<file path="src/rtl/seg7_scan_reader_pkg.sv">
// Shared constants for the seven-segment scan reader: glyph patterns,
// the blank pattern and the scan FSM state encoding.
package seg7_scan_reader_pkg;

  // Index n holds the segment pattern (bit0=a .. bit6=g) that displays hex digit n.
  localparam logic [6:0] GLYPH [16] = '{
    7'h3F, 7'h06, 7'h5B, 7'h4F, 7'h66, 7'h6D, 7'h7D, 7'h07,
    7'h7F, 7'h6F, 7'h77, 7'h7C, 7'h39, 7'h5E, 7'h79, 7'h71
  };

  localparam logic [6:0] SEG_BLANK = 7'h00;

  typedef enum logic [1:0] {
    ST_WAIT  = 2'd0,
    ST_TRACK = 2'd1,
    ST_DONE  = 2'd2
  } scan_state_t;

endpackage

</file>
<file path="src/rtl/seg7_to_hex.sv">
// Combinational inverse of the hex-to-seven-segment decoder: classifies a
// pattern as a legal glyph (with its nibble), blank, or neither.
module seg7_to_hex
  import seg7_scan_reader_pkg::*;
(
  input  logic [6:0] segment,
  output logic       legal,
  output logic       blank,
  output logic [3:0] nibble
);

  always_comb begin
    legal  = 1'b0;
    nibble = 4'd0;
    for (int n = 0; n < 16; n++) begin
      if (segment == GLYPH[n]) begin
        legal  = 1'b1;
        nibble = 4'(n);
      end
    end
  end

  assign blank = (segment == SEG_BLANK);

endmodule

</file>
<file path="src/rtl/seg7_scan_reader.sv">
// Recovers hex digits from a scanned seven-segment bus. Each {digit_sel, segment}
// pair must stay stable for STABLE_CYCLES edges before it is committed once.
// Define SEG_ACTIVE_LOW_EN for common-anode (active-low) segment and select inputs.
module seg7_scan_reader
  import seg7_scan_reader_pkg::*;
#(
  parameter int DIGITS        = 8,
  parameter int STABLE_CYCLES = 4
) (
  input  logic                clk,
  input  logic                reset,
  input  logic [6:0]          segment,
  input  logic [DIGITS-1:0]   digit_sel,
  input  logic                clear,
  output logic [4*DIGITS-1:0] value,
  output logic [DIGITS-1:0]   valid_mask,
  output logic                update,
  output logic                error,
  output logic [3:0]          error_digit
);

  localparam int SW = DIGITS + 7;
  localparam int CW = $clog2(STABLE_CYCLES + 1);

  logic [SW-1:0]     raw_in;
  logic [SW-1:0]     sample_reg;
  logic [CW-1:0]     count_reg, count_next;
  scan_state_t       state_reg, state_next;
  logic              update_reg, error_reg;
  logic [3:0]        error_digit_reg;
  logic              same, onehot_new, commit;
  logic [DIGITS-1:0] sel_new, sel_reg;
  logic [3:0]        sel_index;
  logic              glyph_legal, glyph_blank;
  logic [3:0]        glyph_nibble;

`ifdef SEG_ACTIVE_LOW_EN
  assign raw_in = ~{digit_sel, segment};
`else
  assign raw_in = {digit_sel, segment};
`endif

  assign sel_new    = raw_in[SW-1:7];
  assign sel_reg    = sample_reg[SW-1:7];
  assign same       = (raw_in == sample_reg);
  assign onehot_new = (sel_new != '0) && ((sel_new & (sel_new - DIGITS'(1))) == '0);

  // The count reaches STABLE_CYCLES on the edge where the pair has been held that long.
  always_comb begin
    count_next = '0;
    if (same) begin
      count_next = (count_reg == CW'(STABLE_CYCLES)) ? count_reg : count_reg + CW'(1);
    end
  end

  always_comb begin
    sel_index = 4'd0;
    for (int i = 0; i < DIGITS; i++) begin
      if (sel_reg[i]) sel_index = 4'(i);
    end
  end

  // Decoding the registered sample is safe: a commit requires the incoming pair to equal it.
  seg7_to_hex u_to_hex (
    .segment (sample_reg[6:0]),
    .legal   (glyph_legal),
    .blank   (glyph_blank),
    .nibble  (glyph_nibble)
  );

  always_comb begin
    state_next = state_reg;
    commit     = 1'b0;
    case (state_reg)
      ST_WAIT: begin
        if (onehot_new) state_next = ST_TRACK;
      end
      ST_TRACK: begin
        if (!same) begin
          state_next = onehot_new ? ST_TRACK : ST_WAIT;
        end else if (count_next == CW'(STABLE_CYCLES)) begin
          commit     = 1'b1;
          state_next = ST_DONE;
        end
      end
      ST_DONE: begin
        if (!same) state_next = onehot_new ? ST_TRACK : ST_WAIT;
      end
      default: state_next = ST_WAIT;
    endcase
  end

  always_ff @(posedge clk) begin
    if (reset) begin
      sample_reg      <= '0;
      count_reg       <= '0;
      state_reg       <= ST_WAIT;
      update_reg      <= 1'b0;
      error_reg       <= 1'b0;
      error_digit_reg <= 4'd0;
    end else begin
      sample_reg <= raw_in;
      update_reg <= 1'b0;
      error_reg  <= 1'b0;
      if (clear) begin
        count_reg <= '0;
        state_reg <= ST_WAIT;
      end else begin
        count_reg <= count_next;
        state_reg <= state_next;
        if (commit) begin
          if (glyph_legal) begin
            update_reg <= 1'b1;
          end else if (!glyph_blank) begin
            error_reg       <= 1'b1;
            error_digit_reg <= sel_index;
          end
        end
      end
    end
  end

  generate
    for (genvar gi = 0; gi < DIGITS; gi++) begin : g_digit
      logic [3:0] nibble_reg;
      logic       valid_reg;
      logic       hit;

      assign hit = commit && !clear && sel_reg[gi];

      always_ff @(posedge clk) begin
        if (reset || clear) begin
          nibble_reg <= 4'd0;
          valid_reg  <= 1'b0;
        end else if (hit) begin
          if (glyph_legal) begin
            nibble_reg <= glyph_nibble;
            valid_reg  <= 1'b1;
          end else if (glyph_blank) begin
            valid_reg <= 1'b0;
          end
        end
      end

      assign value[4*gi +: 4] = nibble_reg;
      assign valid_mask[gi]   = valid_reg;
    end
  endgenerate

  assign update      = update_reg;
  assign error       = error_reg;
  assign error_digit = error_digit_reg;

endmodule
</file>
<file path="config.mk">
export PLATFORM = sky130hd
export DESIGN_NAME = seg7_scan_reader
export DESIGN_NICKNAME = d
export VERILOG_FILES = /design/src/rtl/seg7_scan_reader_pkg.sv /design/src/rtl/seg7_to_hex.sv /design/src/rtl/seg7_scan_reader.sv
export SDC_FILE = /design/constraint.sdc
export NUM_CORES = 1
export LEC_CHECK = 0
export BUFFER_PORTS_ARGS = -buffer_cell sky130_fd_sc_hd__buf_2
export CAP_MARGIN = 5
export CORE_MARGIN = 4
export CORE_UTILIZATION = 55
export DETAILED_ROUTE_END_ITERATION = 6
export PLACE_DENSITY = 0.85
export SLEW_MARGIN = 25
export SYNTH_ARGS = -nofsm -noshare
export SYNTH_HDL_FRONTEND = slang
export SYNTH_SLANG_ARGS = --single-unit
</file>
<file path="constraint.sdc">
create_clock -name clk -period 3.45 [get_ports clk]
set_input_delay 0.69 -clock clk [delete_from_list [all_inputs] [get_ports clk]]
set_output_delay 0.69 -clock clk [all_outputs]
set_load 0.01 [all_outputs]
</file>
==> reports/results.ini <==
[logic_synthesis]
yosysMostFrequentCell=dfxtp_1
synth.largest_area_cell=dfxtp_1
syn_area_um2=3350
synth_common_cells=dfxtp_1, xor2_1, nor2b_1, a21oi_1, nand2_1
synth_async_sr_flop_share=0
ys_seq_area_frac=0.389
syn_nets=363
yosys-top-cells-area=dfxtp_1, xor2_1, a32o_1
yosysTopAreaCellShare=0.389
synth_cell_type_count=66
ys_ff_latch=65
yosys_warnings=0
synth_area_per_cell_um2=9.76
synth_enable_flop_cells=0
ys.flop_type=dfxtp_1
syn_inst=343

[run]
maxCapViolations=0

[finish]
largest_reg_flops=32
register_area_um2=1300
multi_input_area_um2=1750
n_antenna_cell=0
syn_to_final_growth_pct=10.7
final_net_count=406
final_layout_size_suffix_gt1_frac=0.297
n_fill_cell=486
final_cells=466

[hold_path]
worstHoldStart=error_digit[1]$_SDFFE_PP0P_
whs_path_depth=2
min_to=error_digit[1]$_SDFFE_PP0P_
hold_path_class=register to register

[floorplanning]
start_util=0.566
dieArea_um2=7400
core-area_um2=5920
rows=28
die_h_um=86.0
ios=64
chipWidth_um=86.0

[setup_path]
path_cells=inv_1, ha_1, or3b_1, a211o_1, a21o_1, a2111oi_4, buf_4, nand2_2, a32o_1
critPathRequiredTime_ns=3.68
arrival_ns=3.11
worstPathMaxFanout=24
critPathLaunchType=register
rr_startpoint=count_reg[0]$_SDFF_PP0_
timing.rr.end=g_digit[3].nibble_reg[0]$_SDFFE_PP0P_
crit_slowest_cell=dfxtp_1
endpoint_kind=register
r2r_setup_slack_ns=0.57
slowest_delay_ns=0.39
worstSetupPathType=register to register
reg2regPathDepth=9

[clocking]
cts.sinks=65
cts_buffers=9
clock_path_buffers=2
cts.clk_slew.worst_paths_ns=0.07
clock_latency_ns=0.34
cts_hold_buf=0
cts_root_buffer=clkbuf_8
post_cts_buffers=0
cts_resized=0
htreeDepth=3
cts_tree=built

[route]
wirelength_mm=7.80
drc=0
wl_per_cell_um=16.7
drtPass1Iterations=4
antenna_left=0
vias=2770
drt_iter0_drc=153
viasPerCell=5.94

[timing]
slew_headroom=0.565
timing.fmax_mhz=347
drv_slew=0
grt_setup_unrepaired=no
final_hold_viol_count=0
setup_tns_ns=0
clock_skew_ns=0.0102
post-route-period-util=0.835
min_period_ns=2.88
finalSetupViolations=0
setup_ws_ns=0.569
worst-slew-pin-transition_ns=0.649

[place]
dp_hpwl_mm=5.42
place_ws_ns=0.566
gp_congestion=0.929
numPlacedInstances=450
io_buffer_count=62

[global_route]
grt_max_degree=25
track_usage=0.221
grt_pass1_vias=2647
grt_pass1_wl_mm=13.0
overflow=0
antenna_found_initial=0

[pwr]
p_leak_nw=1.68
power_density_nw_per_um2=386
peakVddDrop_mv=0.282

[run_status]
outcome=completed

-- where the power goes --
| group | total [W] | leakage (nW) | switching [W] | internal (W) |
|---|---|---|---|---|
| Sequential | 0.000788 | 0.528 | 0.0000282 | 0.000760 |
| Combinational | 0.000101 | 1.07 | 0.0000588 | 0.0000419 |
| Clock | 0.000543 | 0.0818 | 0.000288 | 0.000255 |
-- cell type report --
| cell class | instances | area share |
|---|---|---|
| clock buffers | 10 | 0.0344 |
| clock inverters | 6 | 0.00946 |
| well taps | 75 | 0.0253 |
| repair buffers | 71 | 0.102 |
| flip-flops and latches | 65 | 0.351 |
| multi-input cells | 233 | 0.471 |
| inverters | 6 | 0.00608 |
-- through the flow --
| step | util | hold WS, ns | power, W | cell area [um^2] |
|---|---|---|---|---|
| 2_1_floorplan | - | 0.466 | 0.000876 | 3350 |
| 3_3_place_gp | 0.598 | 0.434 | 0.000900 | 3540 |
| 3_5_place_dp | 0.598 | 0.448 | 0.000904 | 3540 |
| 4_1_cts | 0.626 | 0.459 | 0.00144 | 3700 |
| 5_1_grt | 0.626 | 0.491 | 0.00148 | 3700 |
| 6_report | 0.626 | 0.467 | 0.00143 | 3700 |
-- cell usage in the layout (no fill, tap or decap), types with 9 or more instances in the layout --
cell type | synthesis | routed
dfxtp_1 | 65 | 65
buf_2 | 8 | 62
xor2_1 | 17 | 17
nor2b_1 | 16 | 16
nand2_1 | 15 | 15
a21oi_1 | 15 | 15
a32o_1 | 14 | 14
nand4_1 | 11 | 11
nor2_1 | 11 | 10
and2_1 | 9 | 9
a21o_1 | 9 | 9
o21a_1 | 9 | 9
clkbuf_8 | 0 | 9
buf_4 | 13 | 9
-- critical path: cells and delay by family (launching register included) --
family,cells,cell delay (ns)
buf+inv,2,0.42
simple gates,2,0.47
flops,1,0.39
fa+ha+maj,1,0.24
compound gates,4,1.24
-- cells by family (layout without fill, tap and decap cells) --
family | Yosys count | count (layout) | synth area share
fa+ha+maj | 3 | 3 | 0.0105
mux | 1 | 1 | 0.00411
flops | 65 | 65 | 0.389
simple gates | 117 | 117 | 0.227
compound gates | 93 | 93 | 0.231
xor+xnor | 18 | 18 | 0.0471
buf+inv | 45 | 93 | 0.0904
other cells | 1 | 1 | 0.00112
-- per-layer routing --
layer	global-route usage	share of wire	routed length, um	up-vias
li1	-	-	-	1332
met1	0.275	0.41	3180	1330
met2	0.371	0.50	3880	92
met3	0.0403	0.078	607	16
met4	0.0964	0.017	135	0
met5	0	0	0	-
-- worst max-delay path by stage --
stage	start	to	slack, ns	cells past startpoint
after floorplan	count_reg[0]$_SDFF_PP0_	g_digit[7].nibble_reg[0]$_SDFFE_PP0P_	0.87	9
after global placement	segment[6]	g_digit[0].nibble_reg[0]$_SDFFE_PP0P_	0.62	7
after detailed placement	digit_sel[3]	g_digit[3].nibble_reg[0]$_SDFFE_PP0P_	0.57	7
after CTS	count_reg[0]$_SDFF_PP0_	g_digit[3].nibble_reg[0]$_SDFFE_PP0P_	0.59	9
after global routing	sample_reg[4]$_SDFF_PP0_	g_digit[3].nibble_reg[0]$_SDFFE_PP0P_	0.40	6
final	count_reg[0]$_SDFF_PP0_	g_digit[3].nibble_reg[0]$_SDFFE_PP0P_	0.57	9
No activity file was read; power rests on OpenSTA's default activity.
